[src/rtl/sweeper_pkg.sv]
// Shared definitions for the auto decoder sweeper: FSM state encoding and
// width helpers used when sizing counters from parameters.
package sweeper_pkg;

    typedef enum logic [1:0] {
        IDLE = 2'd0,
        RUN  = 2'd1,
        DONE = 2'd2
    } state_t;

    function automatic int clog2(input int value);
        int r;
        r = 0;
        for (int v = value - 1; v > 0; v = v >> 1) begin
            r++;
        end
        return r;
    endfunction

    // A counter that only ever holds 0 still needs one bit.
    function automatic int cnt_width(input int div);
        return (clog2(div) < 1) ? 1 : clog2(div);
    endfunction

endpackage

[src/rtl/tick_divider.sv]
// Enable-gated prescaler: counts 0..DIV-1 while en is high and produces a
// single-cycle tick on the terminal count; clears whenever en is low.
module tick_divider
    import sweeper_pkg::*;
#(
    parameter int DIV = 4
) (
    input  logic clkin,
    input  logic rst_n,
    input  logic en,
    output logic tick
);

    localparam int CNT_W = cnt_width(DIV);
    localparam logic [CNT_W-1:0] CNT_LAST = CNT_W'(DIV - 1);

    logic [CNT_W-1:0] count;

    always_ff @(posedge clkin or negedge rst_n) begin
        if (!rst_n) begin
            count <= '0;
        end else if (!en || (count == CNT_LAST)) begin
            count <= '0;
        end else begin
            count <= count + CNT_W'(1);
        end
    end

    assign tick = en && (count == CNT_LAST);

endmodule

[src/rtl/auto_decoder_sweeper.sv]
// Sweeps a select code through every value at a prescaled rate and drives a
// registered one-hot decode; single-shot or continuous, counting up or down.
module auto_decoder_sweeper
    import sweeper_pkg::*;
#(
    parameter int SEL_W = 3,
    parameter int DIV   = 4
) (
    input  logic                   clkin,
    input  logic                   rst_n,
    input  logic                   start,
    input  logic                   stop,
    input  logic                   mode_cont,
    input  logic                   dir_down,
    output logic [SEL_W-1:0]       sel,
    output logic [(1<<SEL_W)-1:0]  onehot,
    output logic                   step_tick,
    output logic                   busy,
    output logic                   done
);

    localparam int OUT_W = 1 << SEL_W;
    localparam logic [SEL_W-1:0] SEL_MAX = SEL_W'(OUT_W - 1);

    state_t           state, state_n;
    logic [SEL_W-1:0] sel_n;
    logic             cont_q, cont_n;
    logic             down_q, down_n;
    logic             done_n;
    logic             tick;
    logic [SEL_W-1:0] sel_last;

    function automatic logic [OUT_W-1:0] decode(input logic [SEL_W-1:0] code);
        logic [OUT_W-1:0] d;
        d       = '0;
        d[code] = 1'b1;
        return d;
    endfunction

    // A stop request clears the prescaler in the same cycle so it can never
    // produce a tick that competes with the abort.
    tick_divider #(
        .DIV (DIV)
    ) u_div (
        .clkin (clkin),
        .rst_n (rst_n),
        .en    ((state == RUN) && !stop),
        .tick  (tick)
    );

    assign sel_last = down_q ? '0 : SEL_MAX;

    always_comb begin
        state_n = state;
        sel_n   = sel;
        cont_n  = cont_q;
        down_n  = down_q;
        done_n  = 1'b0;
        case (state)
            IDLE, DONE: begin
                if (start) begin
                    state_n = RUN;
                    sel_n   = dir_down ? SEL_MAX : '0;
                    cont_n  = mode_cont;
                    down_n  = dir_down;
                end
            end
            RUN: begin
                if (stop) begin
                    state_n = IDLE;
                end else if (tick) begin
                    if (!cont_q && (sel == sel_last)) begin
                        state_n = DONE;
                        done_n  = 1'b1;
                    end else begin
                        // Natural SEL_W-bit wrap gives the modulo-OUT_W sweep.
                        sel_n = down_q ? (sel - SEL_W'(1)) : (sel + SEL_W'(1));
                    end
                end
            end
            default: begin
                state_n = IDLE;
            end
        endcase
    end

    // onehot is decoded from the next-state select so it tracks sel exactly.
    always_ff @(posedge clkin or negedge rst_n) begin
        if (!rst_n) begin
            state     <= IDLE;
            sel       <= '0;
            cont_q    <= 1'b0;
            down_q    <= 1'b0;
            onehot    <= '0;
            step_tick <= 1'b0;
            done      <= 1'b0;
        end else begin
            state     <= state_n;
            sel       <= sel_n;
            cont_q    <= cont_n;
            down_q    <= down_n;
            onehot    <= (state_n == RUN) ? decode(sel_n) : '0;
            step_tick <= tick;
            done      <= done_n;
        end
    end

    assign busy = (state == RUN);

endmodule
[config.mk]
export PLATFORM = sky130hd
export DESIGN_NAME = auto_decoder_sweeper
export DESIGN_NICKNAME = d
export VERILOG_FILES = /design/src/rtl/sweeper_pkg.sv /design/src/rtl/tick_divider.sv /design/src/rtl/auto_decoder_sweeper.sv
export SDC_FILE = /design/constraint.sdc
export NUM_CORES = 1
export LEC_CHECK = 0
export ABC_CLOCK_PERIOD_IN_PS = 2800
export CAP_MARGIN = 20
export CORE_MARGIN = 2
export CORE_UTILIZATION = 45
export CTS_CLUSTER_SIZE = 20
export DETAILED_ROUTE_END_ITERATION = 12
export GPL_ROUTABILITY_DRIVEN = 0
export PLACE_DENSITY = 0.7
export SLEW_MARGIN = 25
export SYNTH_ARGS = -nofsm -noshare
export SYNTH_HDL_FRONTEND = slang
export SYNTH_HIERARCHICAL = 1
export SYNTH_SLANG_ARGS = --single-unit
[constraint.sdc]
create_clock -name clkin -period 2.8 [get_ports clkin]
set_input_delay 0.28 -clock clkin [delete_from_list [all_inputs] [get_ports clkin]]
set_output_delay 0.28 -clock clkin [all_outputs]
set_load 0.05 [all_outputs]
Word level (Yosys, flattened, before mapping):

Index checks and enable logic that the tools add are counted.

* register bits: 19
* word-level logic and storage cells: 50
* output and inout bits: 14
* input bits: 6

* muxes and demuxes: 21
* reduce and logical (&&, ||, !) cells: 11
* magnitude comparators: 2
* eq/ne operators: 5
* add/sub/neg operators: 3

Operators with widths (count)
* 2-to-1 mux 3 bit: 7
* 2-to-1 mux 2 bit: 5
* 2-to-1 mux 8 bit: 1
* case mux 3 bit (2 select lines): 1
* 2-to-1 mux 1 bit: 5
* equality test 2 x 1 -> 1 bit (second input constant): 2
* equality test 2 bit (second input constant): 2
* logical AND 1 bit: 4
* < comparator 3 x 4 -> 1 bit (second input constant): 1
* case mux 2 bit (2 select lines): 1
* adder 3 x 1 -> 3 bit (second input constant): 1
* demux 1 bit (select 3 bit): 1
* equality test 3 bit: 1
* greater-or-equal comparator 3 x 1 -> 1 bit (second input constant): 1
* zero test 1 bit: 3
* subtractor 3 x 1 -> 3 bit (second input constant): 1
* adder 2 x 1 -> 2 bit (second input constant): 1
* zero test 2 bit: 1
* AND reduction 2 bit: 1
* OR reduction 2 bit: 1
* logical OR 1 bit: 1

Longest topological paths before layout:

* depth after elaboration: 12
* depth in mapped cells: 8
* mapped depth without buffers: 8

By module:

Netlist, hierarchy kept.

By module, submodules not included
* auto_decoder_sweeper: area each 817.0 µm², instances 1, cells an instance 64
* tick_divider: area each 91.3 µm², instances 1, cells an instance 6

Worst setup path before layout:

Ideal clock, no wire load.

* path type: register to register
* start point: register state[0]
* end point: register onehot[2]
* period minus slack after synthesis: 2.162 ns
* cell stages (with the launch flop): 8
* setup time: 0.133 ns
* path slack: 0.638 ns
* arrival: 2.028 ns
* path through: dfrtp_1 -> and2b_1 -> and2_4 -> and2_2 -> nand4bb_4 -> o311ai_4 -> nand2b_1 -> nor3_1

* word-level cells in the longest chain between the ends: 11

RTL lines
* from (decl): line auto_decoder_sweeper.sv:25 `state_t state, state_n;`
* from (signal assigned): line auto_decoder_sweeper.sv:98 `state <= state_n;`
* equality test 2 x 1 -> 1 bit (*)
* net busy: line auto_decoder_sweeper.sv:18 `output logic busy,`
* logical AND 1 bit (*): line auto_decoder_sweeper.sv:47 `.en ((state == RUN) && !stop),`
* logical AND 1 bit (*): line tick_divider.sv:29 `assign tick = en && (count == CNT_LAST);`
* net tick: line auto_decoder_sweeper.sv:30 `logic tick;`
* 2-to-1 mux 3 bit (*): line auto_decoder_sweeper.sv:71 `end else if (tick) begin`
* 2-to-1 mux 3 bit (*): line auto_decoder_sweeper.sv:69 `if (stop) begin`
* case mux 3 bit (2 select lines) (*): line auto_decoder_sweeper.sv:59 `case (state)`
* net sel_n[2]: line auto_decoder_sweeper.sv:26 `logic [SEL_W-1:0] sel_n;`
* < comparator 3 x 4 -> 1 bit (implied by the code) or greater-or-equal comparator 3 x 1 -> 1 bit (tied branches): line auto_decoder_sweeper.sv:36 `d[code] = 1'b1;`
* logical AND 1 bit (implied by the code): line auto_decoder_sweeper.sv:36
* 2-to-1 mux 1 bit (implied by the code): line auto_decoder_sweeper.sv:36
* demux 1 bit (select 3 bit) (*): line auto_decoder_sweeper.sv:36
* 2-to-1 mux 8 bit (*): line auto_decoder_sweeper.sv:102 `onehot <= (state_n == RUN) ? decode(sel_n) : '0;`
* to (signal assigned): line auto_decoder_sweeper.sv:102
* to (decl): line auto_decoder_sweeper.sv:16 `output logic [(1<<SEL_W)-1:0] onehot,`

Mark *: on every way through the listed nets, which the timed path passes. The rest lies on a longest branch.
A chain may end at the register's enable or synchronous reset.

Worst setup path in the final report:

* start point: register state[0]
* end point: output port busy

* word-level cells in the longest chain between the ends: 1

RTL lines
* equality test 2 x 1 -> 1 bit: line auto_decoder_sweeper.sv:108 `assign busy = (state == RUN);`
* to (decl): line auto_decoder_sweeper.sv:18

Every way passes these cells.

==> impl_metrics.ini <==
[synthesis]
async_reset_ff_frac = 1.00
yosysUniqueCellTypes = 35
synth_edf_count = 0
synth_top_area_cell = dfrtp_1
synth_area_per_cell_um2 = 13.0
yosys_warnings = 6
synth_seq_cells = 19
yosys_most_used_dff = dfrtp_1
synth_fp_nets = 79
synth-seq-area-share = 0.523
synth_top_area_share = 0.523
postSynthCellCount = 70
syn_area_um2 = 908
synthTopCellsByArea = dfrtp_1 (52%), nor3_1 (4.4%), nand4bb_4 (3.0%)

[clocking]
cts_hold_buf = 0
clkLatencyLatePin_ns = 0.31
cts_setup_buffers = 0
numClockSinks = 19
cts-htree-levels = 1
cts_resized = 0
cts_buffers = 3
root_buffer = clkbuf_4
clkTransAtPathRegs_ns = 0.12
cts_tree = yes
clockBufferDepth = 2

[die]
dieHeight_um = 48.9
core_area_um2 = 1940
num_rows = 16
io_pins = 20
dieArea_um2 = 2390
dieWidth_um = 48.9
start_util = 0.468

[pwr]
comb_power_share = 0.402
power_frac_seq = 0.423
finalPower_uw = 818
ir_drop_uv = 428
clkPwrFrac = 0.175
powerDensity_nw_per_um2 = 705
p_leak_nw = 0.508
sw_frac_of_total = 0.406
p_int_uw = 485
power.net_switching_uw = 332

[detailed_routing]
drt_iter0_drc = 13
ant_nets = 0
wl_mm = 1.65
via_per_inst = 5.25
vias = 630
drc = 0
wire_per_inst_um = 13.7
dr.pass1.iters = 4

[sta]
final.setup.tns_ns = 0
hold_violations = 0
maxSlewHeadroom = 0.433
setup_viol = 0
layout_min_cycle_time_ns = 2.14
rsz0062_at_grt = false
tightest_slew_ns = 0.848
report.final.slew_viol_count = 0
clock_skew_ns = 0.0146
fmax_mhz = 467
finalCritPeriodShare = 0.764

[worst_setup_path]
criticalPathCategory = reg2out
critical_path_required_ns = 2.52
worst_ep_arrival_time_ns = 1.86
cp-start-kind = flop
end_kind = output port
critPathMaxFanout = 7

[finish]
final_cell_mix = dfrtp_1 (19), clkdlybuf4s50_1 (19), nor3_1 (8)
post-route-util = 0.597
final_layout_size_suffix_gt1_frac = 0.226
area_delta_synth_final_pct = 27.7
finalNonFillerCells = 120
diodes = 0
n_fill_cell = 170
nets = 103

[global_routing]
grtUsageTotal = 0.173
first_global_vias = 663
grt_max_degree = 20
overflow = 0
antenna_found_initial = 0
grt_pass1_wl_mm = 3.15

[flow_run]
cap_violations = 0

[hold_path]
hold_class = in2async

[place]
place_hpwl_mm = 1.24
numPortBuffers = 19
dp.cells = 116

[status]
run_status = completed
-- synthesized netlist by cell type (all sizes together) (2+ instances only) --
cell / number
dfrtp: 19
ha: 2
and3b: 2
and2: 2
and2b: 2
a21o: 2
inv: 3
nor3: 8
nand2b: 2
nand3: 2
nor3b: 2
nand2: 2
o21ai: 2
nor2: 4
mux2: 2
-- final cells by class --
class | instances | area [µm²] | share of cell area
multi-input combinational | 48 | 422 | 0.364
clock inverter | 1 | 5.00 | 0.00432
clock buffer | 3 | 22.5 | 0.0194
timing repair buffer | 19 | 190 | 0.164
sequential | 19 | 475 | 0.410
inverter | 3 | 11.3 | 0.00971
tap | 27 | 33.8 | 0.0291
-- power groups by stage --
stage	Sequential [mW]	Combinational, mW	Clock [mW]
after floorplan	0.424	0.162	0
after CTS	0.346	0.330	0.145
final	0.346	0.328	0.143
after global routing	0.354	0.352	0.158
after global placement	0.350	0.324	0
after detailed placement	0.352	0.328	0
-- kinds of logic (layout without fill, tap and decap cells) --
logic type	Yosys count	count (layout)	share of synthesized area
adder cells (fa/ha/maj)	3	3	0.0496
flip-flops	19	19	0.523
multiplexers	3	3	0.0358
AO/OA/AOI/OAI	12	12	0.138
buffers and inverters	3	26	0.0124
AND/OR/NAND/NOR	28	28	0.222
XOR/XNOR	2	2	0.0193
-- sequential cells by signal, summed over array words and instances, names as in the netlist --
name and count:
cont_q 1, done 1, down_q 1, onehot 8, sel 3, state 2, step_tick 1, u_div/count 2
-- path summary, 6_finish.rpt --
check / slack, ns / startpoint / depth (start not counted) / to
worst max-delay path: 0.66 / state[0]$_DFF_PN0_ / 2 / busy
worst min-delay path: 0.44 / rst_n / 1 / down_q$_DFFE_PN0P_
worst max register to register: 0.73 / state[0]$_DFF_PN0_ / 8 / onehot[2]$_DFF_PN0_
worst min register to register: 0.46 / u_div/count[0]$_DFF_PN0_ / 1 / u_div/count[0]$_DFF_PN0_
max in group asynchronous: 1.82 / rst_n / 1 / onehot[7]$_DFF_PN0_
min in group clkin: 0.46 / u_div/count[0]$_DFF_PN0_ / 1 / u_div/count[0]$_DFF_PN0_
-- worst max-delay path: stages (launching register included) --
cell             delay, ns
dfrtp_1               0.49
and2b_1               0.24
clkdlybuf4s50_1       0.83
-- metrics by stage --
stage,area (µm²),setup slack [ns],hold slack (ns)
after floorplan,908,0.638,-0.0156
after global placement,1130,0.675,0.443
after detailed placement,1130,0.644,0.453
after CTS,1160,0.655,0.465
after global routing,1160,0.566,0.480
final,1160,0.660,0.436
-- routing by layer --
| metal | track usage | part of all wire |
|---|---|---|
| met5 | 0 | 0 |
| met4 | 0.0714 | 0.015 |
| met3 | 0.0399 | 0.054 |
| met2 | 0.276 | 0.48 |
| met1 | 0.227 | 0.45 |
(Power assumes the default switching activity.)
